==> config.mk <==
export PLATFORM = sky130hd
export DESIGN_NAME = operand_entry
export DESIGN_NICKNAME = d
export VERILOG_FILES = /design/src/rtl/operand_entry.sv
export SDC_FILE = /design/constraint.sdc
export NUM_CORES = 1
export LEC_CHECK = 0
export ABC_AREA = 1
export CAP_MARGIN = 20
export CORE_MARGIN = 3
export CORE_UTILIZATION = 60
export CTS_CLUSTER_SIZE = 12
export DETAILED_ROUTE_END_ITERATION = 12
export GPL_TIMING_DRIVEN = 0
export PLACE_DENSITY_LB_ADDON = 0.15
export SKIP_CTS_REPAIR_TIMING = 1
export SLEW_MARGIN = 0
export SYNTH_ARGS = -nofsm -noshare
export SYNTH_HDL_FRONTEND = slang
export SYNTH_SLANG_ARGS = --single-unit
==> constraint.sdc <==
create_clock -name clk -period 2.2 [get_ports clk]
set_input_delay 0.44 -clock clk [delete_from_list [all_inputs] [get_ports clk]]
set_output_delay 0.44 -clock clk [all_outputs]
set_load 0.01 [all_outputs]
==> src/rtl/operand_entry.sv <==
// rtl/operand_entry.sv - two-operand capture from a shared switch bank via one debounced load button
// Press sequence walks LOAD_A -> LOAD_B -> SHOW -> LOAD_A; clr_n forces everything back to LOAD_A.
module operand_entry #(
    parameter int DEBOUNCE_CYCLES = 500000
) (
    input  logic       clk,
    input  logic       rst_n,
    input  logic [3:0] sw,
    input  logic       key_n,
    input  logic       clr_n,
    output logic [3:0] A,
    output logic [3:0] B,
    output logic       valid,
    output logic [1:0] phase
);

    localparam int CW = $clog2(DEBOUNCE_CYCLES);
    localparam logic [CW-1:0] CNT_MAX = CW'(DEBOUNCE_CYCLES - 1);

    typedef enum logic [1:0] {
        LOAD_A = 2'b00,
        LOAD_B = 2'b01,
        SHOW   = 2'b10
    } state_t;

    logic [3:0]    r_sw_meta, r_sw_sync;
    logic          r_key_meta, r_key_sync;
    logic          r_clr_meta, r_clr_sync;
    logic          r_stable;
    logic [CW-1:0] r_cnt;
    logic          r_press;
    logic [3:0]    r_a, r_b;
    state_t        r_state, w_next_state;
    logic          w_mismatch, w_accept;

    always_ff @(posedge clk or negedge rst_n) begin
        if (!rst_n) begin
            r_sw_meta  <= 4'd0;
            r_sw_sync  <= 4'd0;
            r_key_meta <= 1'b1;
            r_key_sync <= 1'b1;
            r_clr_meta <= 1'b1;
            r_clr_sync <= 1'b1;
        end else begin
            r_sw_meta  <= sw;
            r_sw_sync  <= r_sw_meta;
            r_key_meta <= key_n;
            r_key_sync <= r_key_meta;
            r_clr_meta <= clr_n;
            r_clr_sync <= r_clr_meta;
        end
    end

    assign w_mismatch = (r_key_sync != r_stable);
    assign w_accept   = w_mismatch && (r_cnt == CNT_MAX);

    // Accepting a new level while the old one was high is the only press event.
    always_ff @(posedge clk or negedge rst_n) begin
        if (!rst_n) begin
            r_stable <= 1'b1;
            r_cnt    <= '0;
            r_press  <= 1'b0;
        end else begin
            r_press <= w_accept && r_stable;
            if (!w_mismatch) begin
                r_cnt <= '0;
            end else if (w_accept) begin
                r_stable <= r_key_sync;
                r_cnt    <= '0;
            end else begin
                r_cnt <= r_cnt + 1'b1;
            end
        end
    end

    always_ff @(posedge clk or negedge rst_n) begin
        if (!rst_n) begin
            r_state <= LOAD_A;
        end else begin
            r_state <= w_next_state;
        end
    end

    always_comb begin
        w_next_state = r_state;
        if (!r_clr_sync) begin
            w_next_state = LOAD_A;
        end else if (r_press) begin
            case (r_state)
                LOAD_A:  w_next_state = LOAD_B;
                LOAD_B:  w_next_state = SHOW;
                default: w_next_state = LOAD_A;
            endcase
        end
    end

    // Clear wins over a coincident press, so the operand loads are gated by it too.
    always_ff @(posedge clk or negedge rst_n) begin
        if (!rst_n) begin
            r_a <= 4'd0;
            r_b <= 4'd0;
        end else if (!r_clr_sync) begin
            r_a <= 4'd0;
            r_b <= 4'd0;
        end else if (r_press) begin
            if (r_state == LOAD_A) r_a <= r_sw_sync;
            if (r_state == LOAD_B) r_b <= r_sw_sync;
        end
    end

    always_comb begin
        A     = r_a;
        B     = r_b;
        valid = (r_state == SHOW);
        phase = r_state;
    end

endmodule

==> metrics.md <==
| Metric | Value |
|---|---|
| Status | `completed` |
| Max_cap viols | `0` |
| Worst Clk Skew | `around 0.0016 ns` |
| Pwr Density | `583 mW/mm2` |
| I/O Buffers | `18` |
| Largest area contributor in the netlist | `dfrtp_1` |
| Die height | `between 60 and 70 um` |
| Final Hold Violating Endpoints | `0` |
| Inserted Clock Buffers | `5` |
| Synthesized area | `0.00189 mm2` |
| Synth cell types | `28` |
| Layout fillers | `between 200 and 250` |
| First-pass GRT wire length | `roughly 6.5 mm` |
| Ys Warns | `0` |
| Largest net degree at the start of global routing | `44` |
| CP Max Fanout | `4` |
| Die X | `a little over 60 um` |
| CTS tree | `done` |
| Fin crit share | `~87%` |
| Clock transition at path regs | `between 0.1 and 0.15 ns` |
| DR pass1 iterations | `4` |
| Crit end category | `output pin` |
| WL/cell | `between 10 and 15 um` |
| Number of global-route vias before repair | `1384` |
| Share of the yosys chip area belonging to registers | `about 57%` |
| Final setup violation count | `0` |
| Area Overhead vs Synth | `15.3%` |
| Fmax | `0.520 GHz` |
| Clk_lat worst skew | `between 0.3 and 0.4 ns` |
| Total power | `around 1.3 mW` |
| Residual DRC | `0` |
| Tmin final | `approximately 1.9 ns` |
| Layout cells sized above 1 | `between 10% and 20%` |
| Post-Route Utilization | `between 70% and 80%` |
| Crit path arrival time | `about 1.5 ns` |
| Hold WC Path Type | `in -> async` |
| Syn_area_per_cell | `~9.2 um2` |
| CP startpoint kind | `flop` |
| Root buf cell | `clkbuf_4` |
| Placer congestion estimate | `0.943` |
| Max Slew Vio Count | `0` |
| Initial antenna violation count | `0` |
| IO Pins | `19` |
| Peak VDD IR | `about 0.00055 V` |
| Vias | `1407` |
| Core Area | `roughly 0.0029 mm2` |
| Initial DRC count | `about 140` |
| Layout Nets | `240` |
| Row cnt | `19` |
| Reg2Reg Depth | `6` |
| Synthesized flop and latch total | `between 40 and 50` |
| H-Tree Depth | `2` |
| Required time of the worst setup path | `around 1.8 ns` |
| Diodes inserted | `0` |
| Detailed Route WL | `approximately 3.6 mm` |
| Clock buffer depth | `2` |
| Measured slew at the worst slew-check pin | `roughly 0.91 ns` |
| Pre-CTS setup slack | `just under 0.7 ns` |
| Antenna Nets Post-Route | `0` |
| Clk sinks | `43` |
| Commonest non-fill, non-tap cells in the layout | `nor2_1, dfrtp_1, nand2_1` |
| FF+latch area | `approximately 0.0011 mm2` |
| Area of the multi-input gates | `between 700 and 800 um2` |
| Placed wire-length estimate | `2.59 mm` |
| Fin Setup TNS | `0 ns` |
| Final setup margin | `0.275 ns` |
| Vias per cell | `approximately 5.1` |
| Synth Instances | `~210` |
| Pleak | `~0.91 nW` |
| Slew headroom | `39.0%` |
| Critical path class | `reg -> out` |
| Post-synth top area share | `between 50% and 60%` |
| Initial Util | `roughly two thirds` |
| Total grt overflow | `0` |
| Synth top area cells | `dfrtp_1, nor2_1, dfstp_2, nand2_1, nand3_1` |
| Commonest non-fill, non-tap cell in the layout | `nor2_1` |
| Total GRT Usage | `between 20 and 25%` |
| Die Footprint | `0.00386 mm2` |
| RSZ-0062 raised after global routing | `false` |
| Synth Net Count | `around 220` |
layout make-up:
type / instances / area share, %
Timing Repair Buffer: 18 / 8.03
Clock buffer: 5 / 1.72
Buffer: 3 / 0.746
Sequential cell: 43 / 49.6
Inverter: 20 / 3.44
Multi-Input combinational cell: 140 / 32.9
Clock inverter: 3 / 1.09
Tap cell: 42 / 2.41
cells by family after synthesis:
group	share of synthesized area [%]
simple gates	27.9
fa+ha+maj	0.661
flops	57.2
xor+xnor	4.63
buf+inv	4.83
compound gates	4.76
state kept, by name, indices dropped and copies added (netlist names), 2 cells and up:
name	flops
A	4
r_cnt	19
r_sw_sync	4
B	4
phase	2
r_sw_meta	4
worst max-delay path, stage by stage (launching register included):
cell             delay [ns]
dfrtp_1                0.41
inv_1                  0.07
nor2_1                 0.10
clkdlybuf4s50_1        0.54
synth_stat cells:
library cell / number
a21oi_1: 2
buf_1: 1
buf_2: 1
buf_4: 1
dfrtp_1: 38
dfstp_2: 5
ha_1: 1
inv_1: 18
inv_2: 2
nand2_1: 32
nand2_2: 4
nand2_4: 1
nand3_1: 22
nand3_4: 1
nand4_1: 1
nor2_1: 42
nor2_2: 3
nor2_4: 3
nor3_1: 1
nor3b_1: 3
o21a_1: 1
o21ai_0: 8
o21ai_1: 2
o21ai_2: 1
o21bai_1: 1
o22ai_1: 1
xnor2_1: 2
xor2_1: 8
metal layers:
| metal | vias up | part of all wire [%] | track usage [%] |
|---|---|---|---|
| met2 | 34 | 48 | 32.5 |
| met5 | - | 0 | 0 |
| met3 | 4 | 5.7 | 5.95 |
| met1 | 668 | 46 | 29.9 |
| met4 | 0 | 0.98 | 7.18 |
| li1 | 701 | - | - |
final timing paths:
kind                                           start                    to  slack (ns)
max in group asynchronous                      rst_n   r_cnt[11]$_DFF_PN0_        1.45
min in group clk                r_key_meta$_DFF_PN1_  r_key_sync$_DFF_PN1_        0.37
worst max register to register    r_cnt[0]$_DFF_PN0_   r_cnt[16]$_DFF_PN0_        0.75
worst max-delay path            phase[1]$_DFFE_PN0P_                 valid        0.28
worst min-delay path                           rst_n      A[0]$_DFFE_PN0P_        0.19
worst min register to register  r_key_meta$_DFF_PN1_  r_key_sync$_DFF_PN1_        0.37
per-stage QoR:
stage               hold slack [ns]  std cells  cell area (um2)
floorplan                     0.144        206             1890
global placement              0.333        266             2120
detailed placement            0.337        266             2120
CTS                           0.211        274             2180
global route                  0.253        274             2180
finish                        0.193        274             2180
where the power goes:
group | switching, mW | leakage, nW | internal, mW
registers | 0.00735 | 0.562 | 0.809
logic | 0.0350 | 0.323 | 0.0186
clock network | 0.273 | 0.0278 | 0.128
(Power assumes the default switching activity.)
